`src/rtl/settle_timer.sv`:
```
// Loadable down-counter; expired is high once the count has reached zero.
module settle_timer #(
   parameter int CNT_W = 2
) (
   input  logic             clk,
   input  logic             rst,
   input  logic             load,
   input  logic             en,
   input  logic [CNT_W-1:0] load_val,
   output logic             expired
);

   logic [CNT_W-1:0] cnt_q;
   logic [CNT_W-1:0] cnt_d;

   always_comb begin
      cnt_d = cnt_q;
      if (load) begin
         cnt_d = load_val;
      end else if (en && (cnt_q != '0)) begin
         cnt_d = cnt_q - CNT_W'(1);
      end
   end

   always_ff @(posedge clk or posedge rst) begin
      if (rst) begin
         cnt_q <= '0;
      end else begin
         cnt_q <= cnt_d;
      end
   end

   assign expired = (cnt_q == '0);

endmodule

```
`config.mk`:
```
export PLATFORM = sky130hd
export DESIGN_NAME = settle_timer
export DESIGN_NICKNAME = d
export VERILOG_FILES = /design/src/rtl/settle_timer.sv
export SDC_FILE = /design/constraint.sdc
export NUM_CORES = 1
export LEC_CHECK = 0
export CAP_MARGIN = 20
export CORE_AREA = 10 10 47 49
export CTS_CLUSTER_DIAMETER = 30
export DETAILED_ROUTE_END_ITERATION = 16
export DIE_AREA = 0 0 57 59
export PLACE_DENSITY_LB_ADDON = 0.1
export SYNTH_ARGS = -nofsm -noshare
export SYNTH_HDL_FRONTEND = slang
export SYNTH_SLANG_ARGS = --single-unit
```
`constraint.sdc`:
```
create_clock -name clk -period 1.3 [get_ports clk]
set_input_delay 0.195 -clock clk [delete_from_list [all_inputs] [get_ports clk]]
set_output_delay 0.195 -clock clk [all_outputs]
set_load 0.005 [all_outputs]
```
# After elaboration in Yosys (flattened, before gate mapping)
# Cells that the tools add are included.
# word_totals
regBits	2
latchBits	0
ram_bits	0
romBits	0
inputBits	6
out_inout_bits	1
elab_cells	8
mem_count	0
# op_classes
n_addsub	1
multipliers	0
div	0
n_lt_le_gt_ge	0
n_eq_ne	0
shift	0
n_mux	2
bitwise	0
reduce_logical	4
# op_table
op	count
two-way mux 2 bit	2
nonzero test 2 bit	2
logical NOT 2 bit	1
subtractor 2 x 1 -> 2 bit (second input constant)	1
logical AND 1 bit	1

# Depth between registers and ports, before layout
# depth
ltp_word	4
ltp_mapped	4

# Worst setup path after synthesis
# No wires, ideal clock.
# synth_timing
path_kind	reg2reg
start	register cnt_q[0]
end	register cnt_q[1]
setup_time_ps	126
arrival_time_ps	1043
required_ps	1174
setup_slack_ps	131
path_stages_with_launch	5
n_path_buf	0
path_cell_list	dfrtp_1 inv_1 ha_1 nand2b_1 a221o_1
# synth_via
elab_chain_cells	3
word_cells_on_any_way	6
# synth_lines
element	line	rtl
from (decl)	13	logic [CNT_W-1:0] cnt_q;
from (signal assigned)	29	cnt_q <= cnt_d;
subtractor 2 x 1 -> 2 bit or nonzero test 2 bit (tied branches)	21, 20	
two-way mux 2 bit or logical AND 1 bit (tied branches)	20	end else if (en && (cnt_q != '0)) begin
two-way mux 2 bit or nonzero test 2 bit (tied branches)	--	
# Several ways; a longest one is shown, not always the timed one. The select of a mux whose other input is x is not followed.
# A chain may end at the register's enable or synchronous reset.

# Final worst setup path
# layout_timing
start	register cnt_q[0]
end	register cnt_q[0]
# The elaborated chain is that of the path after synthesis.

==> reports/results.ini <==
[status]
status=complete, no violations

[timing]
whs_ns=0.1220
rsz0062_at_grt=no
setup_viol=0
period_share=0.9625
worst_slew_pin_slew_ns=0.2104
post-route-min-period_ns=1.251
hold_viol_final=0
skew_ns=0.002026
slew_headroom=0.8593
maxSlewViolCount=0
fmax_ghz=0.7992

[worst_setup_path]
critical-path-top-delay-family=flip-flops
worstPathRequired_ns=1.40
path_max_fanout=3
crit_buf_inv=2
worst-setup-path-type=flop to flop
cp-end-kind=flop
cp.arrival_ns=1.36
cp_slowest_cell=dfrtp_1
path_cells=inv_1 > ha_2 > buf_6 > nand2b_4 > a221o_1
cp_slowest_stage_delay_ns=0.36
start_kind=flop

[finish]
nets=35
post-route-util=0.2063
n_antenna_cell=0
final_cell_mix=5 x clkdlybuf4s50_1, 3 x inv_1, 3 x clkbuf_4, 3 x buf_4
regMostFlops=cnt_q
top_regs=cnt_q x2
largest_register_ffs=2
final_cells=42
drive_gt1_frac=0.5000
layout_commonest_cell=clkdlybuf4s50_1
area_delta_synth_final_pct=113.9

[die]
die_area_um2=3363
floorplan.initialDensity=0.09643
die_y_um=59
pin_count=7
core_um2=1401
fp-row-count=14
die_w_um=57

[synthesis]
syn_inst=13
avgSynthCellArea_um2=10.39
ys_ff_latch=2
synth_area_um2=135.1
yosysWarnings=0
ys_seq_area_frac=0.3704
syn_nets=20
synth_cell_types=8

[placed_design]
io_buffers=6
hpwl_um=317.5
gp_congestion=0.6064
place_inst=39

[detailed_routing]
met3WireLength_um=41
routed_via_density=3.214
drc=0
route.vias.total=135
m1WireLength_um=175
highest_layer=met3
first_iter_violations=1
wl_met2_um=243
antenna_left=0
wl_per_cell_um=10.95
first_pass_iters=2
totalWireLength_um=460

[run]
cap_viol_max_count=0

[clocking]
clockBufferDepth=2
tritoncts=built
cts_buffers=3
postCtsHoldBufs=0
clkLatencyLatePin_ns=0.23
post_cts_buffers=0
cts_root_buf=clkbuf_4
cts.clk_slew.worst_paths_ns=0.03
htreeDepth=1
clock-sinks=2

[power_and_ir_drop]
power.total_uw=332.6
p_per_area_nw_per_um2=1151
vdd_drop_max_uv=235.0
p_leak_uw=0.0001311

[global_routing]
antenna_found_initial=0
track_usage=0.02946
grt_max_degree=5
grt_pass1_vias=178
grt_pass1_wl_um=731
overflow=0

[min_path]
holdCritPathClass=input port to async pin

==> final cells by class <==
type                            count  area, um^2
Sequential cell                     2       50.05
Multi-Input combinational cell      8       96.34
Tap cell                           16       20.02
Fill cell                         164        1112
Timing Repair Buffer               10       88.84
Inverter                            3       11.26
Clock buffer                        3       22.52
==> where the power goes <==
| group | switching (uW) | internal (uW) |
|---|---|---|
| registers | 5.93 | 72.2 |
| clock network | 41.3 | 103 |
| logic | 38.9 | 71.7 |
| total | 86.2 | 246 |
==> what timing repair did <==
action                     CTS  global route
hold endpoints to repair     0             0
gates resized for setup      3             5
setup endpoints to repair    3             3
==> cells by family (layout without fill, tap and decap cells) <==
logic type / after synthesis / in the layout / synth area share
AND/OR/NAND/NOR: 5 / 5 / 0.3056
buffers and inverters: 3 / 16 / 0.08333
AO/OA/AOI/OAI: 2 / 2 / 0.1482
flip-flops: 2 / 2 / 0.3704
adder cells (fa/ha/maj): 1 / 1 / 0.09258
==> per-layer routing <==
metal  track usage  up-vias
met2       0.04031        4
met5             0        -
met3       0.01502        0
met4       0.04027        0
li1              -       74
met1       0.02751       57
==> cells in the mapped netlist (all sizes together) <==
library cell  n  share of area
ha            1          0.093
and2b         2           0.13
nor4b         2           0.13
dfrtp         2           0.37
nand2b        1          0.046
a221o         2           0.15
inv           3          0.083
==> stage by stage <==
step                area (um^2)  worst slack, ns  setup TNS, ns
detailed placement        245.2         -0.06298        -0.1199
finish                    289.0          0.04876              0
floorplan                 135.1           0.1314              0
CTS                       270.3          0.01858              0
global route              289.0         0.002719              0
global placement          245.2         -0.05856        -0.1429
==> final timing paths <==
path,startpoint,end,slack [ns],cells after the start
max,cnt_q[0]$_DFFE_PP0P_,cnt_q[0]$_DFFE_PP0P_,0.05,5
max in group asynchronous,rst,cnt_q[0]$_DFFE_PP0P_,1.07,2
max reg2reg,cnt_q[0]$_DFFE_PP0P_,cnt_q[0]$_DFFE_PP0P_,0.05,5
min,rst,cnt_q[1]$_DFFE_PP0P_,0.12,2
min reg2reg,cnt_q[1]$_DFFE_PP0P_,cnt_q[1]$_DFFE_PP0P_,0.63,2
min in group clk,load_val[0],cnt_q[0]$_DFFE_PP0P_,0.60,2
No activity file was read; power rests on OpenSTA's default activity.
